## src/rtl/rst_seq_pkg.sv

```systemverilog
// Shared definitions for the reset sequencer: FSM states, reset-cause codes
// and a width helper for the cycle counters.
package rst_seq_pkg;

  typedef enum logic [1:0] {
    ST_HOLD = 2'd0,
    ST_SEQ  = 2'd1,
    ST_DONE = 2'd2
  } seq_state_t;

  typedef enum logic [1:0] {
    CAUSE_MASTER = 2'b00,
    CAUSE_EXT    = 2'b01,
    CAUSE_SW     = 2'b10
  } rst_cause_t;

  // Bits needed to hold values 0..value-1, never less than one bit.
  function automatic int clog2_min1(input int value);
    int w;
    w = 0;
    while ((1 << w) < value) w++;
    return (w < 1) ? 1 : w;
  endfunction

endpackage

```

## src/rtl/rst_in_sync.sv

```systemverilog
// Multi-flop synchroniser for the external reset pin; the chain clears to 0
// so a master reset always looks like an active external reset.
module rst_in_sync
  import rst_seq_pkg::*;
#(
  parameter int NUM_STAGES = 2
) (
  input  logic clk,
  input  logic rst,
  input  logic d,
  output logic q
);

  logic [NUM_STAGES-1:0] chain_q;

  always_ff @(posedge clk) begin
    if (rst) chain_q <= '0;
    else     chain_q <= {chain_q[NUM_STAGES-2:0], d};
  end

  assign q = chain_q[NUM_STAGES-1];

endmodule

```

## src/rtl/rst_sequencer.sv

```systemverilog
// Reset controller: filters the external reset, merges the software request
// and releases NUM_CH active-low domain resets in order with hold and gap timing.
module rst_sequencer
  import rst_seq_pkg::*;
#(
  parameter int NUM_STAGES = 2,
  parameter int NUM_CH     = 4,
  parameter int FILTER_CYC = 4,
  parameter int HOLD_CYC   = 16,
  parameter int GAP_CYC    = 8
) (
  input  logic              CLK,
  input  logic              RST,
  input  logic              ASYNC_RST_N,
  input  logic              SW_RST_REQ,
  output logic [NUM_CH-1:0] SYNC_RST,
  output logic              RST_DONE,
  output logic              BUSY,
  output logic [1:0]        RST_CAUSE
);

  localparam int FW = clog2_min1(FILTER_CYC + 1);
  localparam int HW = clog2_min1(HOLD_CYC + 1);
  localparam int GW = clog2_min1(GAP_CYC + 1);
  localparam int IW = clog2_min1(NUM_CH + 1);

  localparam logic [FW-1:0] FLT_LAST  = FW'(FILTER_CYC - 1);
  localparam logic [FW-1:0] FLT_SAT   = FW'(FILTER_CYC);
  localparam logic [HW-1:0] HOLD_LAST = HW'(HOLD_CYC - 1);
  localparam logic [GW-1:0] GAP_LAST  = GW'(GAP_CYC - 1);
  localparam logic [IW-1:0] IDX_LAST  = IW'(NUM_CH - 1);

  logic              synced;
  logic [FW-1:0]     flt_cnt_q, flt_cnt_d;
  logic              ext_req_q, ext_req_d;
  logic              ext_set, ext_now, ext_rise, sw_rise, req;
  logic              sw_q;

  seq_state_t        state_q, state_d;
  rst_cause_t        cause_q, cause_d;
  logic [NUM_CH-1:0] chan_q, chan_d;
  logic              done_q, done_d;
  logic              busy_q, busy_d;
  logic [HW-1:0]     hold_cnt_q, hold_cnt_d;
  logic [GW-1:0]     gap_cnt_q, gap_cnt_d;
  logic [IW-1:0]     idx_q, idx_d;

  rst_in_sync #(
    .NUM_STAGES(NUM_STAGES)
  ) u_sync (
    .clk(CLK),
    .rst(RST),
    .d  (ASYNC_RST_N),
    .q  (synced)
  );

  // Glitch filter: the count saturates, so ext_set fires once per low episode.
  always_comb begin
    flt_cnt_d = flt_cnt_q;
    ext_req_d = ext_req_q;
    ext_set   = 1'b0;
    if (synced) begin
      flt_cnt_d = '0;
      ext_req_d = 1'b0;
    end else begin
      if (flt_cnt_q != FLT_SAT) flt_cnt_d = flt_cnt_q + FW'(1);
      if (flt_cnt_q == FLT_LAST) begin
        ext_set   = 1'b1;
        ext_req_d = 1'b1;
      end
    end
  end

  // The FSM reacts on the same edge the filter accepts a reset.
  assign ext_now  = ext_req_q | ext_set;
  assign ext_rise = ext_set & ~ext_req_q;
  assign sw_rise  = SW_RST_REQ & ~sw_q;
  assign req      = ext_now | SW_RST_REQ;

  always_comb begin
    state_d    = state_q;
    cause_d    = cause_q;
    chan_d     = chan_q;
    done_d     = done_q;
    busy_d     = busy_q;
    hold_cnt_d = hold_cnt_q;
    gap_cnt_d  = gap_cnt_q;
    idx_d      = idx_q;
    unique case (state_q)
      ST_HOLD: begin
        chan_d = '0;
        if (ext_rise || sw_rise) cause_d = ext_now ? CAUSE_EXT : CAUSE_SW;
        if (req) begin
          hold_cnt_d = '0;
        end else if (hold_cnt_q == HOLD_LAST) begin
          hold_cnt_d = '0;
          gap_cnt_d  = '0;
          chan_d[0]  = 1'b1;
          idx_d      = IW'(1);
          if (NUM_CH == 1) begin
            state_d = ST_DONE;
            done_d  = 1'b1;
            busy_d  = 1'b0;
          end else begin
            state_d = ST_SEQ;
          end
        end else begin
          hold_cnt_d = hold_cnt_q + HW'(1);
        end
      end
      ST_SEQ: begin
        if (gap_cnt_q == GAP_LAST) begin
          gap_cnt_d = '0;
          idx_d     = idx_q + IW'(1);
          for (int i = 0; i < NUM_CH; i++) begin
            if (idx_q == IW'(i)) chan_d[i] = 1'b1;
          end
          if (idx_q == IDX_LAST) begin
            state_d = ST_DONE;
            done_d  = 1'b1;
            busy_d  = 1'b0;
          end
        end else begin
          gap_cnt_d = gap_cnt_q + GW'(1);
        end
      end
      ST_DONE: begin
      end
      default: state_d = ST_HOLD;
    endcase
    // A request outside HOLD re-asserts every channel at once.
    if (req && state_q != ST_HOLD) begin
      state_d    = ST_HOLD;
      cause_d    = ext_now ? CAUSE_EXT : CAUSE_SW;
      chan_d     = '0;
      done_d     = 1'b0;
      busy_d     = 1'b1;
      hold_cnt_d = '0;
      gap_cnt_d  = '0;
      idx_d      = '0;
    end
  end

  always_ff @(posedge CLK) begin
    if (RST) begin
      flt_cnt_q  <= '0;
      ext_req_q  <= 1'b1;
      sw_q       <= 1'b0;
      state_q    <= ST_HOLD;
      cause_q    <= CAUSE_MASTER;
      chan_q     <= '0;
      done_q     <= 1'b0;
      busy_q     <= 1'b1;
      hold_cnt_q <= '0;
      gap_cnt_q  <= '0;
      idx_q      <= '0;
    end else begin
      flt_cnt_q  <= flt_cnt_d;
      ext_req_q  <= ext_req_d;
      sw_q       <= SW_RST_REQ;
      state_q    <= state_d;
      cause_q    <= cause_d;
      chan_q     <= chan_d;
      done_q     <= done_d;
      busy_q     <= busy_d;
      hold_cnt_q <= hold_cnt_d;
      gap_cnt_q  <= gap_cnt_d;
      idx_q      <= idx_d;
    end
  end

  assign SYNC_RST  = chan_q;
  assign RST_DONE  = done_q;
  assign BUSY      = busy_q;
  assign RST_CAUSE = cause_q;

endmodule
```

## config.mk

```make
export PLATFORM = sky130hd
export DESIGN_NAME = rst_sequencer
export DESIGN_NICKNAME = d
export VERILOG_FILES = /design/src/rtl/rst_seq_pkg.sv /design/src/rtl/rst_in_sync.sv /design/src/rtl/rst_sequencer.sv
export SDC_FILE = /design/constraint.sdc
export NUM_CORES = 1
export LEC_CHECK = 0
export ABC_CLOCK_PERIOD_IN_PS = 2300
export CORE_AREA = 5 5 68 70
export CTS_CLUSTER_SIZE = 24
export DETAILED_ROUTE_END_ITERATION = 10
export DIE_AREA = 0 0 73 75
export PLACE_DENSITY_LB_ADDON = 0.08
export SLEW_MARGIN = 20
export SYNTH_ARGS = -nofsm -noshare
export SYNTH_HDL_FRONTEND = slang
export SYNTH_SLANG_ARGS = --single-unit
```

## constraint.sdc

```tcl
create_clock -name CLK -period 2.3 [get_ports CLK]
set_clock_uncertainty 0.2 [all_clocks]
set_input_delay 0.46 -clock CLK [delete_from_list [all_inputs] [get_ports CLK]]
set_output_delay 0.46 -clock CLK [all_outputs]
set_load 0.1 [all_outputs]
```

After elaboration in Yosys (flattened, before gate mapping)

Index checks and enable logic that the tools add are counted.

Flip-flop bits (word level): 29
Input port bits: 4

Reductions and logical operators: 20
Bitwise operators: 7
Mux-type cells: 31
Add/subtract/negate cells: 4
Eq/ne operators: 16

Operators by type and width:

| cell                | count |
|---|---|
| $reduce_and 3->1    | 6 |
| $mux 2              | 8 |
| $mux 4              | 4 |
| $pmux 4 s2          | 2 |
| $ne 2x2->1 const B  | 7 |
| $mux 1              | 10 |
| $mux 5              | 2 |
| $reduce_bool 2->1   | 5 |
| $eq 3x2->1 const B  | 3 |
| $mux 3              | 3 |
| $add 3x1->3 const B | 2 |
| $pmux 2 s3          | 1 |
| $pmux 3 s2          | 1 |
| $add 5x1->5 const B | 1 |
| $eq 5x4->1 const B  | 1 |
| $reduce_and 5->1    | 1 |
| $add 4x1->4 const B | 1 |
| $eq 4x3->1 const B  | 1 |
| $reduce_and 4->1    | 1 |
| $reduce_or 2->1     | 2 |
| $eq 3x1->1 const B  | 1 |
| $logic_not 3->1     | 1 |
| $ne 3x3->1 const B  | 1 |
| $not 1->1           | 3 |
| other kinds (8)     | 10 |

Longest topological paths before layout

Gate-level depths: netlist of run 1.

Depth in word-level cells: 8
Mapped depth: 8

Hierarchy

A second synthesis of run 1 with hierarchy kept.

Cell total of the unflattened synthesis: 144
Area total of the unflattened synthesis: 1307.5 µm²

Modules (own cells, without submodules):

| module        | cells an instance | times used | seq. area each (µm²) | area each (µm²) |
|---|---|---|---|---|
| rst_sequencer | 140               | 1          | 540.5                | 1255.0 |
| rst_in_sync   | 4                 | 1          | 40.0                 | 52.6 |

Least setup slack after synthesis of run 1

Ideal clock, no wire load.

Path kind: reg-to-reg
Start point: reg flt_cnt_q[0]
End point: reg state_q[0]
Stages on the path, launching flop included: 7
Arrival time: 1.421 ns
Slack: 0.588 ns
Library setup time: 0.091 ns
Cell sequence: dfxtp_1 -> ha_1 -> ha_1 -> nand2b_2 -> nand2b_1 -> or3_4 -> a311oi_1

Word-level cells in the longest chain between the ends: 7
Elaborated cells between the ends (all ways): 9
Classes of those cells: 2 x eq/ne; 2 x mux; 2 x bitwise; 3 x reduce/logical

RTL lines:

| item                                                          | line                 | source |
|---|---|---|
| start, declared                                               | rst_sequencer.sv:34  | `logic [FW-1:0] flt_cnt_q, flt_cnt_d;` |
| start signal, assigned                                        | rst_sequencer.sv:158 | `flt_cnt_q <= flt_cnt_d;` |
| $eq 3x2->1 *                                                  | rst_sequencer.sv:67  | `if (flt_cnt_q == FLT_LAST) begin` |
| $mux 1 *                                                      | rst_sequencer.sv:67  |  |
| $mux 1 *                                                      | rst_sequencer.sv:62  | `if (synced) begin` |
| $or 1x1->1 *                                                  | rst_sequencer.sv:75  | `assign ext_now = ext_req_q \| ext_set;` |
| $or 1x1->1 *                                                  | rst_sequencer.sv:78  | `assign req = ext_now \| SW_RST_REQ;` |
| $ne 2x2->1 (no line) or $logic_and 1x1->1 (tied branches)     | --                   |  |
| $reduce_and 5->1 (no line) or $reduce_or 2->1 (tied branches) | --                   |  |
| end signal, assigned                                          | rst_sequencer.sv:161 | `state_q <= state_d;` |
| end, declared                                                 | rst_sequencer.sv:39  | `seq_state_t state_q, state_d;` |

Mark *: on every way between the ends. The rest lies on a longest branch, timed or not.
A chain may end at the register's enable or synchronous reset.

Worst setup path after layout of run 1

Start point: in SW_RST_REQ
End point: reg busy_q, in the netlist BUSY

Word-level cells in the longest chain between the ends: 3

RTL lines:

| item                      | line                 | source |
|---|---|---|
| start, declared           | rst_sequencer.sv:15  | `input logic SW_RST_REQ,` |
| $or 1x1->1                | rst_sequencer.sv:78  |  |
| $logic_and 1x1->1         | rst_sequencer.sv:132 | `if (req && state_q != ST_HOLD) begin` |
| $reduce_or 2->1 (no line) | --                   |  |
| end signal, assigned      | rst_sequencer.sv:165 | `busy_q <= busy_d;` |
| end, declared             | rst_sequencer.sv:43  | `logic busy_q, busy_d;` |

No other way between the ends.

==> results of run 1 <==
-- sequential cells by signal (all words and copies together) (netlist names) --
name	count
SYNC_RST	4
flt_cnt_q	3
ext_req_q	1
BUSY	1
RST_DONE	1
state_q	2
u_sync.chain_q	2
gap_cnt_q	4
sw_q	1
idx_q	3
hold_cnt_q	5
RST_CAUSE	2
-- final cells by class --
| type | count | share of cell area |
|---|---|---|
| multi-input combinational | 102 | 0.440 |
| sequential | 29 | 0.378 |
| timing repair buffer | 13 | 0.0683 |
| clock buffer | 6 | 0.0472 |
| tap | 50 | 0.0407 |
| inverter | 8 | 0.0195 |
| clock inverter | 2 | 0.00651 |
-- layer usage --
metal  vias up  global-route usage  wire [um]
met3         5              0.0401        101
met2        16               0.172       1150
met1       452               0.131       1280
met4         0              0.0492         36
met5         -                   0          0
li1        530                   -          -
-- kinds of logic after synthesis --
logic type	after synthesis	share of synthesized area
flops	29	0.444
xor+xnor	2	0.0134
buf+inv	11	0.0383
mux	4	0.0316
simple gates	54	0.221
fa+ha+maj	10	0.0957
compound gates	32	0.156
-- worst max-delay path: cells and delay by family --
family                 cells  cell delay [ns]
and+or+nand+nor            2             0.65
buffers and inverters      1             0.46
AOI/OAI and AO/OA          2             0.34
-- synth_stat cells, types with 3 or more instances --
library cell,number
dfxtp_1,29
nor3_1,8
a22oi_1,3
nand2b_1,4
mux2i_1,3
nand2_1,10
o21ai_0,6
nor2b_1,4
ha_1,10
inv_1,8
a21oi_1,11
nor2_1,14
-- per-stage QoR --
step / total power, mW / std cells / area (um2) / hold slack, ns
after global routing: 1.05 / 210 / 1540 / 0.284
final: 1.00 / 210 / 1540 / 0.242
after detailed placement: 0.617 / 202 / 1460 / 0.231
after global placement: 0.614 / 202 / 1460 / 0.224
after floorplan: 0.597 / 142 / 1310 / 0.214
after CTS: 1.02 / 210 / 1540 / 0.249
-- worst min-delay path by stage --
stage	start	endpoint	depth (start not counted)
floorplan	u_sync.chain_q[0]	u_sync.chain_q[1]	1
global placement	u_sync.chain_q[0]	u_sync.chain_q[1]	1
detailed placement	u_sync.chain_q[0]	u_sync.chain_q[1]	1
CTS	u_sync.chain_q[0]	u_sync.chain_q[1]	1
global route	u_sync.chain_q[0]	u_sync.chain_q[1]	1
finish	u_sync.chain_q[0]	u_sync.chain_q[1]	1
-- cell usage in the layout, fill, tap and decap left out, types with 2 or more instances in the layout --
cell type / Yosys / layout
a21o_1: 2 / 2
clkinv_2: 0 / 2
a22oi_1: 3 / 3
nand3_1: 2 / 2
a21oi_1: 11 / 11
nor2_1: 14 / 14
a31oi_1: 2 / 2
nand2b_1: 4 / 4
buf_4: 0 / 10
clkbuf_8: 0 / 5
o31ai_1: 2 / 2
dfxtp_1: 29 / 29
inv_1: 8 / 8
nor2b_1: 4 / 4
ha_1: 10 / 10
mux2i_1: 3 / 3
nor3_1: 8 / 8
or3_1: 2 / 2
nand2_1: 10 / 10
o21ai_0: 6 / 6
clkdlybuf4s50_1: 0 / 3
-- power by group through the flow --
stage,Clock (mW),Sequential (mW),Combinational [mW]
after floorplan,0,0.550,0.0467
after global placement,0,0.537,0.0775
after detailed placement,0,0.538,0.0795
after CTS,0.415,0.527,0.0798
after global routing,0.435,0.528,0.0866
final,0.396,0.526,0.0786
==> results_dict.tcl, run 1 <==
set metrics [dict create \
    setup_tns_ns 0 \
    tightest_slew_ns 0.602 \
    wl_per_cell_um 12.2 \
    fin_crit_sh 0.845 \
    ys_seq_area_frac 0.444 \
    synth_top_cell_area_share 0.444 \
    port_buffers 11 \
    die_x_um 73 \
    nFillCells 423 \
    synth_cells 142 \
    pin_count 12 \
    cts.clk_slew.worst_paths_ns 0.06 \
    fin_util 0.393 \
    fin_nets 173 \
    wirelength_um 2570 \
    final-hold-violation-count 0 \
    yosysUniqueCellTypes 39 \
    worstSetupPathType "primary input to flip-flop" \
    die_area_mm2 0.00548 \
    rsz0062_at_grt "no" \
    internal_power_uw 758 \
    powerDensity_mw_per_mm2 651 \
    setup_ws_ns 0.357 \
    cts_made_buffers 5 \
    pwr-share-seq 0.526 \
    ys_ff_latch 29 \
    grt_pass1_vias 1015 \
    h-tree-depth 2 \
    drtIter0Drc 35 \
    drive_above_1_share 0.156 \
    fmax_mhz 515 \
    clkLatencyLatePin_ns 0.28 \
    avgViaCountPerCell 4.78 \
    areaGrowthSynthToFinish_pct 17.6 \
    outcome "complete, no violations" \
    setup_viol 0 \
    p_sw_uw 243 \
    critPathMaxStageDelay_ns 0.46 \
    cts_max_path_buffers 2 \
    cellLeakagePower_nw 0.606 \
    cp.required_ns 2.28 \
    slew_viol_final 0 \
    gr-usage-all-layers 0.108 \
    cts_resized 0 \
    ff_latch_area_um2 581 \
    grt_pass1_wl_um 4500 \
    regToRegSetupSlack_ns 0.40 \
    crit_path_top_delay_cell "clkdlybuf4s50_1" \
    via_count 1003 \
    drc 0 \
    min_path_type "flip-flop to flip-flop" \
    p_sw_frac 0.243 \
    pwr-share-clk 0.396 \
    endpoint "BUSY" \
    relSlewSlack 0.599 \
    maxCapViolations 0 \
    first_pass_iters 4 \
    synth-edff-count 0 \
    antenna_found_initial 0 \
    synth_area_leaders "dfxtp_1, ha_1, a21oi_1" \
    syn_avg_cell_area_um2 9.21 \
    start_util 0.334 \
    fp.coreArea_mm2 0.00391 \
    ctsHoldBuffers 0 \
    crit_path_end_kind "flip-flop" \
    post_cts_buffers 0 \
    fp.dieH_um 75 \
    post-dp-hpwl_um 1840 \
    fp-row-count 23 \
    async_flop_share 0 \
    diodes 0 \
    clock_sinks 29 \
    ys_warn_count 0 \
    gr-total-overflow 0 \
    synth_area_mm2 0.00131 \
    gp_congestion 0.751 \
    setup.worst_path.start "SW_RST_REQ" \
    preCtsSetupSlack_ns 0.0753 \
    r2r_cells 6 \
    r2r-start "flt_cnt_q[0]" \
    antenna_left 0 \
    synth_ff_type "dfxtp_1" \
    crit_path_start_kind "primary input" \
    multiInputGateArea_um2 677 \
    worstPathCellList "clkdlybuf4s50_1 -> nor2_1 -> a21oi_1 -> or2_1 -> a21o_1" \
    min_period_ns 1.94 \
    cts_tree "yes" \
    max-vdd-ir-drop_mv 0.286 \
    arrival_ns 1.92 \
    path_max_fanout 16 \
    syn_nets 156 \
    grt_max_degree 17 \
    combPwrFrac 0.079 \
    synth_top_cell_by_area "dfxtp_1" \
    rr_endpoint "BUSY" \
    root_buffer "clkbuf_8" \
]
No activity file was read; power rests on OpenSTA's default activity.
==> run 2: changes to the inputs <==
ABC_CLOCK_PERIOD_IN_PS = 1660   (was 2300)
clock period = 1.66 ns   (was 2.3 ns; I/O delays follow)
==> results_dict.tcl, run 2 (synthesis gave the netlist of run 1 again) <==
set metrics [dict create \
    outcome "complete, but fails checks" \
    violations "setup timing" \
    drtIter0Drc 22 \
    avgViaCountPerCell 4.83 \
    r2r-start "flt_cnt_q[0]" \
    grt_pass1_vias 1150 \
    start_util 0.334 \
    rsz0062_at_grt "yes" \
    arrival_ns 1.66 \
    relSlewSlack 0.795 \
    critPathMaxStageDelay_ns 0.48 \
    worstSetupPathType "primary input to flip-flop" \
    crit_path_start_kind "primary input" \
    fp-row-count 23 \
    cts_max_path_buffers 2 \
    largest_reg_flops 5 \
    setup_ws_ns -0.0263 \
    via_count 1116 \
    ctsHoldBuffers 0 \
    placed_cells 222 \
    drc 0 \
    fp.coreArea_mm2 0.00391 \
    fin_crit_sh 1.02 \
    setup_viol 6 \
    clkLatencyLatePin_ns 0.27 \
    pin_count 12 \
    whs_path_depth 1 \
    h-tree-depth 2 \
    crit_path_top_delay_cell "clkdlybuf4s50_1" \
    path_max_fanout 8 \
    first_pass_iters 4 \
    root_buffer "clkbuf_8" \
    crit_buf_inv 2 \
    holdWs_ns 0.238 \
    cts_tree "yes" \
    most-common-layout-cells "dfxtp_1, buf_4, nand2_1" \
    top_register "hold_cnt_q" \
    gr-usage-all-layers 0.120 \
    cp.required_ns 1.63 \
    max-vdd-ir-drop_mv 0.540 \
    fp.dieH_um 75 \
    port_buffers 11 \
    layout_commonest_cell "dfxtp_1" \
    grt_pass1_wl_um 5040 \
    r2r_cells 7 \
    post-dp-hpwl_um 2120 \
    crit_path_end_kind "flip-flop" \
    antenna_left 0 \
    fin_nets 194 \
    setup_tns_ns -0.0817 \
    final-hold-violation-count 0 \
    tightest_slew_ns 0.308 \
    cp_top_family "buffers and inverters" \
    diodes 0 \
    maxCapViolations 0 \
    grt_max_degree 17 \
    wirelength_um 3000 \
    fmax_mhz 593 \
    cts.clk_slew.worst_paths_ns 0.06 \
    whs_endpoint "u_sync.chain_q[1]" \
    rr_endpoint "BUSY" \
    die_area_mm2 0.00548 \
    cts_made_buffers 5 \
    drive_above_1_share 0.436 \
    post_cts_buffers 0 \
    antenna_found_initial 0 \
    slew_viol_final 0 \
    post_dp_cell_area_mm2 0.00173 \
    gr-total-overflow 0 \
    worstPathCellList "clkdlybuf4s50_1 -> nor2_4 -> a21oi_1 -> or2_4 -> buf_12 -> a21o_1" \
    die_x_um 73 \
    powerDensity_mw_per_mm2 808 \
    fin_area_mm2 0.00206 \
    areaGrowthSynthToFinish_pct 57.4 \
    clock_sinks 29 \
    cellLeakagePower_nw 0.794 \
    wl_per_cell_um 13.0 \
    gp_congestion 0.808 \
    min_period_ns 1.69 \
    hold_path.startpoint "u_sync.chain_q[0]" \
    fin_util 0.526 \
    regToRegSetupSlack_ns -0.02 \
    min_path_type "flip-flop to flip-flop" \
    stdcell_count 231 \
]
run 2: cell types whose count changed in the layout (fill, tap and decap cells not counted), sizes merged:
cell and delta:
buf +20, clkinv -2, bufinv +1, clkbuf +2
run 2: per-stage QoR:
stage / power, mW / setup slack [ns]
2_1_floorplan: 0.832 / -0.000940
3_3_place_gp: 0.893 / -0.347
3_5_place_dp: 0.900 / -0.438
4_1_cts: 1.67 / -0.0662
5_1_grt: 1.74 / -0.106
6_report: 1.66 / -0.0263
run 2: cell type report:
type | count | area (um2)
clock buffer | 7 | 86.3
clock inverter | 1 | 30.0
fill | 372 | 1860
inverter | 8 | 30.0
multi-input combinational | 102 | 863
sequential | 29 | 586
tap | 50 | 62.6
timing repair buffer | 34 | 400
run 2: repair_timing:
action | in CTS | in global routing
endpoints found under the setup margin | 12 | 20
pin swaps | 5 | 4
hold endpoints to repair | 0 | 0
resized for setup | 15 | 28
gates cloned | 0 | 1
run 2: per-layer routing:
metal | up-vias | GRT usage | part of all wire
met5 | - | 0 | 0
met4 | 0 | 0.0492 | 0.011
met2 | 16 | 0.205 | 0.49
met1 | 519 | 0.138 | 0.47
met3 | 6 | 0.0401 | 0.031
li1 | 575 | - | -
run 2: worst max path at each step:
stage | startpoint | endpoint | cells past startpoint
floorplan | flt_cnt_q[0] | gap_cnt_q[0] | 8
global placement | SW_RST_REQ | gap_cnt_q[2] | 6
detailed placement | SW_RST_REQ | gap_cnt_q[3] | 6
CTS | flt_cnt_q[1] | RST_CAUSE[1] | 7
global route | flt_cnt_q[0] | RST_CAUSE[0] | 8
finish | SW_RST_REQ | BUSY | 6
run 2: where the power goes:
group / internal [mW] / leakage (nW) / switching [mW]
clock: 0.489 / 0.0585 / 0.255
sequential: 0.718 / 0.237 / 0.0155
combinational: 0.0950 / 0.499 / 0.0917
total: 1.30 / 0.794 / 0.362
==> run 3: changes to the inputs <==
CORE_AREA = 2 2 65 67   (was 5 5 68 70)
DIE_AREA = 0 0 67 69   (was 0 0 73 75)
SYNTH_HIERARCHICAL = 1   (was unset)
==> results_dict.tcl, run 3 <==
set metrics [dict create \
    outcome "complete, no violations" \
    fin_nets 196 \
    path_common_cell "ha_4" \
    gp_congestion 0.796 \
    cts_tree "yes" \
    fp.coreArea_mm2 0.00391 \
    regToRegSetupSlack_ns 0.03 \
    crit_path_start_kind "flip-flop" \
    r2r-start "flt_cnt_q[1]" \
    grt_max_degree 10 \
    synth_top_cell_area_share 0.444 \
    maxCapViolations 0 \
    placed_cells 218 \
    most-common-layout-cells "dfxtp_1, buf_4, a21oi_1" \
    drc 0 \
    fp-row-count 23 \
    synth_cells 144 \
    top_register "hold_cnt_q" \
    wirelength_um 2920 \
    fin_util 0.502 \
    powerDensity_mw_per_mm2 787 \
    cts_made_buffers 5 \
    yosysUniqueCellTypes 36 \
    drtIter0Drc 42 \
    setup_tns_ns 0 \
    areaGrowthSynthToFinish_pct 50.3 \
    first_pass_iters 4 \
    tightest_slew_ns 0.330 \
    rsz0062_at_grt "yes" \
    path_max_fanout 4 \
    pin_count 12 \
    preCtsSetupSlack_ns -0.367 \
    grt_pass1_vias 1117 \
    synth_ff_type "dfxtp_1" \
    avgViaCountPerCell 4.91 \
    antenna_found_initial 0 \
    crit_path_end_kind "flip-flop" \
    h-tree-depth 2 \
    setup_ws_ns 0.0341 \
    largest_reg_flops 5 \
    critPathMaxStageDelay_ns 0.34 \
    clock_sinks 29 \
    ys_ff_latch 29 \
    ys_seq_area_frac 0.444 \
    syn_avg_cell_area_um2 9.08 \
    stdcell_count 233 \
    min_period_ns 1.63 \
    ff_latch_area_um2 591 \
    root_buffer "clkbuf_8" \
    worstSetupPathType "flip-flop to flip-flop" \
    min_path_type "primary input to flip-flop" \
    port_buffers 11 \
    synthMostInstantiatedCell "dfxtp_1" \
    ctsHoldBuffers 0 \
    synth_top_cell_by_area "dfxtp_1" \
    syn_nets 158 \
    drive_above_1_share 0.366 \
    wl_per_cell_um 12.5 \
    worstPathCellList "ha_4 -> ha_4 -> nand2b_4 -> a31oi_4 -> or2_4 -> a221oi_2" \
    cts.clk_slew.worst_paths_ns 0.07 \
    synth_area_leaders "dfxtp_1, ha_1, a21oi_1" \
    fp.dieH_um 69 \
    async_flop_share 0 \
    arrival_ns 1.63 \
    final-hold-violation-count 0 \
    synth_area_mm2 0.00131 \
    cp.required_ns 1.66 \
    synth_common_cells "dfxtp_1, a21oi_1, nor2_1" \
    die_x_um 67 \
    grt_pass1_wl_um 4950 \
    setup.worst_path.start "flt_cnt_q[1]" \
    ys_warn_count 6 \
    clkLatencyLatePin_ns 0.28 \
    fmax_mhz 615 \
    holdWs_ns 0.245 \
    cts_max_path_buffers 2 \
    via_count 1145 \
    synth-edff-count 0 \
    die_area_mm2 0.00462 \
    nFillCells 387 \
    max-vdd-ir-drop_mv 0.442 \
    diodes 0 \
    post-dp-hpwl_um 2030 \
    slew_viol_final 0 \
    fin_crit_sh 0.979 \
    hold_path.startpoint "SW_RST_REQ" \
    start_util 0.334 \
    gr-usage-all-layers 0.141 \
    antenna_left 0 \
    relSlewSlack 0.779 \
    crit_path_top_delay_cell "dfxtp_2" \
    cellLeakagePower_nw 0.752 \
    setup_viol 0 \
    gr-total-overflow 0 \
    multiInputGateArea_um2 808 \
]
-- run 3: cell count changes after synthesis, moves of 2 or more --
cell | previous run | this run
nor3_1 | 8 | 4
o31ai_1 | 2 | 0
nand3_1 | 2 | 8
or2_1 | 1 | 3
nor2_1 | 14 | 11
-- run 3: what timing repair did --
item / 4_1_cts / 5_1_grt
setup buffers: 5 / 1
cloned: 1 / 0
pin swaps: 7 / 10
gates resized for setup: 13 / 18
setup endpoints to repair: 16 / 15
-- run 3: worst paths after layout --
path,endpoint,depth (start not counted)
max reg2reg,idx_q[0],6
min reg2reg,u_sync/chain_q[1],1
min,sw_q,2
max,idx_q[0],6
-- run 3: through the flow --
stage / cell area (um2) / power [mW]
4_1_cts: 1900 / 1.56
6_report: 1970 / 1.55
3_5_place_dp: 1690 / 0.880
5_1_grt: 1970 / 1.61
2_1_floorplan: 1330 / 0.828
3_3_place_gp: 1690 / 0.874
-- run 3: metal layers --
metal  track usage  wire, um  vias up
met5             0         0        -
met4        0.0590        65        0
met3        0.0555       114        8
met2         0.215      1370       16
met1         0.175      1370      539
li1              -         -      582
-- run 3: report_power, final --
part	total, mW	leakage (nW)	switching [mW]	internal, mW
combinational	0.166	0.460	0.0826	0.0835
clock	0.648	0.0542	0.274	0.374
sequential	0.733	0.238	0.0163	0.716
total	1.55	0.752	0.373	1.17
-- run 3: critical path, delay by kind of cell (launching register included) --
family,cells,cell delay [ns]
AO/OA/AOI/OAI,2,0.33
flip-flops,1,0.34
AND/OR/NAND/NOR,2,0.37
adder cells (fa/ha/maj),2,0.32
-- run 3: cell families (layout without fill, tap and decap cells) --
logic type               after synthesis  count (layout)  share of synthesized area
AND/OR/NAND/NOR                       56              56                      0.228
AO/OA/AOI/OAI                         31              32                      0.150
flip-flops                            29              29                      0.444
buffers and inverters                 13              51                     0.0450
adder cells (fa/ha/maj)               10              10                     0.0957
multiplexers                           3               3                     0.0239
XOR/XNOR                               2               2                     0.0134
-- run 3: final cells by class --
cell class | count | area share
clock buffer | 7 | 0.0490
clock inverter | 1 | 0.00255
inverter | 8 | 0.0153
multi-input combinational | 103 | 0.411
sequential | 29 | 0.300
tap | 50 | 0.0318
timing repair buffer | 35 | 0.190
